==> src/rtl/thresh_pwm_gen.sv <==
// thresh_pwm_gen: double-buffered VIL/VIH threshold PWM generator for the AFE.
// Each threshold is emitted as a fixed-period PWM whose high time is
// value << (CNT_W-8). New settings are held in pending registers and are
// only loaded into the active registers on a period boundary. A settled
// flag reports that a full period with the current pending values has gone out.
module thresh_pwm_gen #(
  parameter int CNT_W = 10
) (
  input  logic       smpl_clk,
  input  logic       rst,
  input  logic       wrt_VIL,
  input  logic [7:0] VIL_wdata,
  input  logic       wrt_VIH,
  input  logic [7:0] VIH_wdata,
  output logic       VIL_PWM,
  output logic       VIH_PWM,
  output logic [7:0] VIL_cur,
  output logic [7:0] VIH_cur,
  output logic       settled,
  output logic       err
);

  localparam int SH = CNT_W - 8;
  localparam logic [7:0] VIL_RST = 8'h55;
  localparam logic [7:0] VIH_RST = 8'hAA;

  logic [CNT_W-1:0] cnt_q, cnt_d;
  logic [7:0]       vil_pend_q, vil_pend_d, vih_pend_q, vih_pend_d;
  logic [7:0]       vil_act_q, vil_act_d, vih_act_q, vih_act_d;
  logic             vil_pwm_q, vil_pwm_d, vih_pwm_q, vih_pwm_d;
  logic             dirty_q, dirty_d, armed_q, armed_d;
  logic             settled_q, settled_d, err_q, err_d;

  logic             boundary, wr_any, accept;
  logic [7:0]       vil_new, vih_new;
  logic [CNT_W-1:0] vil_thr, vih_thr;

  // Next-state: counter, PWM compare, write acceptance, boundary load, settle tracking
  always_comb begin
    boundary = &cnt_q;
    vil_new  = wrt_VIL ? VIL_wdata : vil_pend_q;
    vih_new  = wrt_VIH ? VIH_wdata : vih_pend_q;
    wr_any   = wrt_VIL | wrt_VIH;
    // Only an ordered pair (VIL strictly below VIH) may reach the pending regs.
    accept   = wr_any && (vil_new < vih_new);
    vil_thr  = CNT_W'(vil_act_q) << SH;
    vih_thr  = CNT_W'(vih_act_q) << SH;

    cnt_d      = cnt_q + CNT_W'(1);
    vil_pwm_d  = cnt_q < vil_thr;
    vih_pwm_d  = cnt_q < vih_thr;
    err_d      = wr_any && !accept;
    vil_pend_d = vil_pend_q;
    vih_pend_d = vih_pend_q;
    vil_act_d  = vil_act_q;
    vih_act_d  = vih_act_q;
    dirty_d    = dirty_q;
    armed_d    = armed_q;
    settled_d  = settled_q;

    // The load always takes the pend value from before this edge, so a
    // write landing on the boundary cycle only takes effect a period later.
    if (boundary) begin
      vil_act_d = vil_pend_q;
      vih_act_d = vih_pend_q;
    end

    if (accept) begin
      vil_pend_d = vil_new;
      vih_pend_d = vih_new;
      dirty_d    = 1'b1;
      armed_d    = 1'b0;
      settled_d  = 1'b0;
    end else if (boundary) begin
      if (dirty_q) begin
        dirty_d = 1'b0;
        armed_d = 1'b1;
      end else if (armed_q) begin
        settled_d = 1'b1;
      end
    end
  end

  // State registers with synchronous reset to the default thresholds
  always_ff @(posedge smpl_clk) begin
    if (rst) begin
      cnt_q      <= '0;
      vil_pend_q <= VIL_RST;
      vih_pend_q <= VIH_RST;
      vil_act_q  <= VIL_RST;
      vih_act_q  <= VIH_RST;
      vil_pwm_q  <= 1'b0;
      vih_pwm_q  <= 1'b0;
      dirty_q    <= 1'b0;
      armed_q    <= 1'b1;
      settled_q  <= 1'b0;
      err_q      <= 1'b0;
    end else begin
      cnt_q      <= cnt_d;
      vil_pend_q <= vil_pend_d;
      vih_pend_q <= vih_pend_d;
      vil_act_q  <= vil_act_d;
      vih_act_q  <= vih_act_d;
      vil_pwm_q  <= vil_pwm_d;
      vih_pwm_q  <= vih_pwm_d;
      dirty_q    <= dirty_d;
      armed_q    <= armed_d;
      settled_q  <= settled_d;
      err_q      <= err_d;
    end
  end

  assign VIL_PWM = vil_pwm_q;
  assign VIH_PWM = vih_pwm_q;
  assign VIL_cur = vil_act_q;
  assign VIH_cur = vih_act_q;
  assign settled = settled_q;
  assign err     = err_q;

endmodule

==> config.mk <==
export PLATFORM = sky130hd
export DESIGN_NAME = thresh_pwm_gen
export DESIGN_NICKNAME = d
export VERILOG_FILES = /design/src/rtl/thresh_pwm_gen.sv
export SDC_FILE = /design/constraint.sdc
export NUM_CORES = 1
export LEC_CHECK = 0
export BUFFER_PORTS_ARGS = -buffer_cell sky130_fd_sc_hd__buf_2
export CAP_MARGIN = 25
export CORE_ASPECT_RATIO = 1.1
export CORE_MARGIN = 4
export CORE_UTILIZATION = 60
export DETAILED_ROUTE_END_ITERATION = 16
export PLACE_DENSITY = 0.89
export SETUP_SLACK_MARGIN = 0.5
export SLEW_MARGIN = 20
export SYNTH_ARGS = -nofsm -noshare
export SYNTH_HDL_FRONTEND = slang
export SYNTH_SLANG_ARGS = --single-unit
==> constraint.sdc <==
create_clock -name smpl_clk -period 3.9 [get_ports smpl_clk]
set_clock_uncertainty 0.05 [all_clocks]
set_input_delay 0.39 -clock smpl_clk [delete_from_list [all_inputs] [get_ports smpl_clk]]
set_output_delay 0.39 -clock smpl_clk [all_outputs]
set_load 0.03 [all_outputs]
After elaboration in Yosys (flattened, before gate mapping)

Index checks and enable logic that the tools add are counted.

Reduce and logical (&&, ||, !) cells: 9
Add/subtract/negate cells: 1
Muxes and demuxes: 7
Magnitude comparators: 3
Bitwise gates (word level): 2

Operators by type and width:

| operator              | count |
|---|---|
| $lt 10x10->1          | 2 |
| $mux 8                | 2 |
| $reduce_and 12->1     | 1 |
| $add 10x1->10 const B | 1 |
| $reduce_and 10->1     | 1 |
| $lt 8x8->1            | 1 |
| $mux 1                | 5 |
| $reduce_bool 2->1     | 2 |
| $logic_and 1x1->1     | 2 |
| $reduce_and 2->1      | 1 |
| $reduce_or 2->1       | 1 |
| $logic_not 1->1       | 1 |
| $not 1->1             | 1 |
| $or 1x1->1            | 1 |

Logic and storage cells: 33
Output and inout bits: 20
Bits in registers: 48
Input bits: 20

Longest topological paths before layout

Depth after elaboration: 5
Gate-level depth with buffers: 9
Gate-level depth less buffers: 7

Worst setup path before layout

OpenSTA, ideal clock, no wires.

Path type: input port to flip-flop
From: input port wrt_VIL
To: register vih_pend_q[5]
Required time: 3.727 ns
Path buffers: 2
Setup slack: 1.558 ns
Stages on the path: 9
Arrival: 2.168 ns
Library setup time: 0.123 ns
Path through: buf_6 mux2_2 ha_1 a21oi_1 a21oi_1 or3_4 buf_6 nor4b_2 a21oi_1

Longest elaborated chain between the ends: 3
Elaborated cells between the ends (all ways): 4
Classes of those cells: order compare (1); mux (1); bitwise (1); reduce/logical (1)

Ends and longest elaborated chain:

| element                | line | RTL |
|---|---|---|
| start: declaration     | 11   | `input logic wrt_VIL,` |
| $mux 8                 | 41   | `vil_new = wrt_VIL ? VIL_wdata : vil_pend_q;` |
| via vil_new[3]         | 35   | `logic [7:0] vil_new, vih_new;` |
| $lt 8x8->1             | 45   | `accept = wr_any && (vil_new < vih_new);` |
| $logic_and 1x1->1      | 45   |  |
| end signal: assignment | 101  | `vih_pend_q <= vih_pend_d;` |
| end: declaration       | 28   | `logic [7:0] vil_pend_q, vil_pend_d, vih_pend_q, vih_pend_d;` |

The timed path passes the listed nets, and every way through them passes these cells.
A chain may end at the register's enable or synchronous reset.

Final worst setup path

From: input port wrt_VIL
To: register vih_pend_q[3]

Same word-level chain as after synthesis.

==> impl_metrics.toml <==
[worst_setup_path]
cp.depth = 8
cp_common_cell = "a21oi_1"
crit_required_ns = 4.08
critical_path.top_delay_family = "simple AND/OR/NAND/NOR gates"
path_buf_inv = 1
crit_start = "wrt_VIL"
worstRegToRegCells = 7
reg2reg_slack_ns = 1.49
slowest_stage = "nor3_2"
worst_ep_arrival_time_ns = 2.71
worstPathCellList = "buf_2 -> mux2_2 -> ha_1 -> a21oi_1 -> o21ai_0 -> nor3_2 -> nand2_1 -> a21oi_1"
cp_max_fo = 13
reg2reg_from = "vil_pend_q[3]"
r2r_end = "vih_pend_q[3]"
cpPeakStageDelay_ns = 0.57
critical_path_class = "input port to flop"
crit_path_end = "vih_pend_q[3]"
cp-end-kind = "flop"
startpoint_type = "input port"

[detailed_routing]
first_pass_iters = 4
drc = 0
final_antenna_net_count = 0
wire_per_inst_um = 15.7
routed_via_density = 5.80
drtIter0Drc = 133
vias = 2047
routed_wl_um = 5530

[finish]
final_cells = 353
drive_above_1_share_pct = 22.3
syn_to_final_growth_pct = 12.3
antenna-diode-count = 0
n_fill_cell = 322
final_nets = 343
multi_input_comb_area_um2 = 1410
seqCellArea_um2 = 961

[timing]
rsz0062_at_grt = "no"
setup-tns-final_ns = 0
post-route-min-period_ns = 2.53
tightest_slew_ns = 1.02
final-max-slew-violation-count = 0
finalHoldViolCount = 0
fin_crit_sh_pct = 64.8
setup_viol = 0
relSlewSlack_pct = 32.0
timing.fmax_mhz = 396

[synthesis]
ys_seq_area_share_pct = 38.0
synth_cell_types = 38
ys.warnings.count = 0
synthTopCellsByCount = "48 x dfxtp_1, 33 x nor2_1, 26 x a21oi_1, 22 x ha_1, 16 x inv_1"
syn_area_um2 = 2530
yosysTopAreaCell = "dfxtp_1"
synth_edf_count = 0
netlist_top_cells_area = "dfxtp_1 38%, ha_1 11%, mux2i_1 5.9%, a21oi_1 5.1%, nor2_1 4.9%"
synth_nets = 311
yosys.area.top_type_share_pct = 38.0
synth_most_common_cell = "dfxtp_1"
avgSynthCellArea_um2 = 9.40
synth-seq-cells = 48
synth_cells = 269
postSynth.asyncResetShare_pct = 0
synth_flop_cell = "dfxtp_1"

[floorplan]
start_util_pct = 62.9
io_pins = 40
rows = 24
die_h_um = 76.1
fp.coreArea_um2 = 4020
design.die.area_um2 = 5320
die-width_um = 69.9

[cts]
cts_tree = "yes"
cts.sinks = 48
ctsHoldBuffers = 0
cts_inserted_buffers = 5
clkTransAtPathRegs_ns = 0.08
postCtsSetupBuffers = 0
cts_max_level = 2
cts_buffer_depth = 2
cts_root_buffer = "clkbuf_8"
clkLatencyLatePin_ns = 0.29
cts_resized = 0

[pwr]
peakVddDrop_mv = 0.271
powerDensity_nw_per_um2 = 422
p_leak_nw = 1.29

[global_route]
antenna_found_initial = 0
grt_max_degree = 57
grt_pass1_wl_um = 9330
grtUsageTotal_pct = 21.5
overflow = 0
first_global_vias = 1978

[run_status]
outcome = "complete, no violations"

[placed_design]
gp_congestion = 0.861
dp_hpwl_um = 4070
placed_cells = 345
port_buffers = 39

[run]
maxCapViolCount = 0

[worst_hold_path]
min_path_type = "flop to flop"
[per-layer routing]
| metal | track usage [%] | wire length, um |
|---|---|---|
| met1 | 27.1 | 2410 |
| met2 | 36.1 | 2740 |
| met3 | 4.88 | 286 |
| met4 | 7.28 | 89 |
| met5 | 0 | 0 |
[cell families (layout without fill, tap and decap cells)]
family | count (synthesis) | count (layout) | share of synthesized area (%)
AO/OA/AOI/OAI | 58 | 58 | 14.9
multiplexers | 24 | 24 | 10.5
flip-flops | 48 | 48 | 38.0
adder cells (fa/ha/maj) | 22 | 22 | 10.9
buffers and inverters | 32 | 64 | 6.33
AND/OR/NAND/NOR | 78 | 78 | 16.9
XOR/XNOR | 7 | 7 | 2.42
[cell type report]
| type | instances | area share (%) |
|---|---|---|
| repair buffers | 41 | 7.66 |
| clock buffers | 5 | 2.42 |
| multi-input cells | 189 | 49.6 |
| inverters | 16 | 2.11 |
| clock inverters | 2 | 2.11 |
| well taps | 52 | 2.29 |
| flip-flops and latches | 48 | 33.8 |
[metrics by stage]
step	worst slack, ns	utilization, %	hold slack, ns	cell area, um2	total power (W)
2_1_floorplan	1.56	-	0.376	2530	0.000758
3_3_place_gp	1.12	67.0	0.388	2700	0.000796
3_5_place_dp	1.05	67.0	0.411	2700	0.000803
4_1_cts	1.35	70.2	0.435	2830	0.00121
5_1_grt	1.11	70.6	0.458	2840	0.00126
6_report	1.37	70.6	0.440	2840	0.00120
[flip-flops by register name, indices dropped and copies added (netlist names)]
register    count
armed_q         1
VIH_cur         8
VIL_cur         8
settled         1
err             1
cnt_q          10
VIL_PWM         1
vil_pend_q      8
dirty_q         1
vih_pend_q      8
VIH_PWM         1
[cell usage in the layout (no fill, tap or decap), types with 2 or more instances in the layout]
cell type and instances:
dfxtp_1 48, buf_2 39, nor2_1 33, a21oi_1 26, ha_1 22, inv_1 16
mux2i_1 15, nor3_1 12, nand3_1 9, a211oi_1 8, a211o_1 8, mux2_2 7
a21o_1 6, nor4b_2 5, xor2_1 5, clkbuf_8 5, o21ai_0 4, and3_1 4
nand2b_1 3, nand4_1 2, nand2_1 2, nor2b_1 2, xnor2_1 2, o211a_1 2
a31oi_1 2, bufinv_16 2
[power by group]
| part | leakage, nW | switching [W] | internal [W] |
|---|---|---|---|
| Clock | 0.0642 | 0.000153 | 0.000252 |
| Sequential | 0.392 | 0.0000367 | 0.000531 |
| Combinational | 0.832 | 0.000133 | 0.0000938 |
| Total | 1.29 | 0.000323 | 0.000877 |
[worst min path at each step]
stage,startpoint,to,slack [ns],depth (start not counted)
after detailed placement,cnt_q[0],cnt_q[0],0.41,1
after floorplan,cnt_q[0],cnt_q[0],0.38,1
after global placement,cnt_q[0],cnt_q[0],0.39,1
final,cnt_q[0],cnt_q[0],0.44,1
after global routing,cnt_q[0],cnt_q[0],0.46,1
after CTS,cnt_q[0],cnt_q[0],0.44,1
Note: power is estimated with default switching activity, not from simulation.
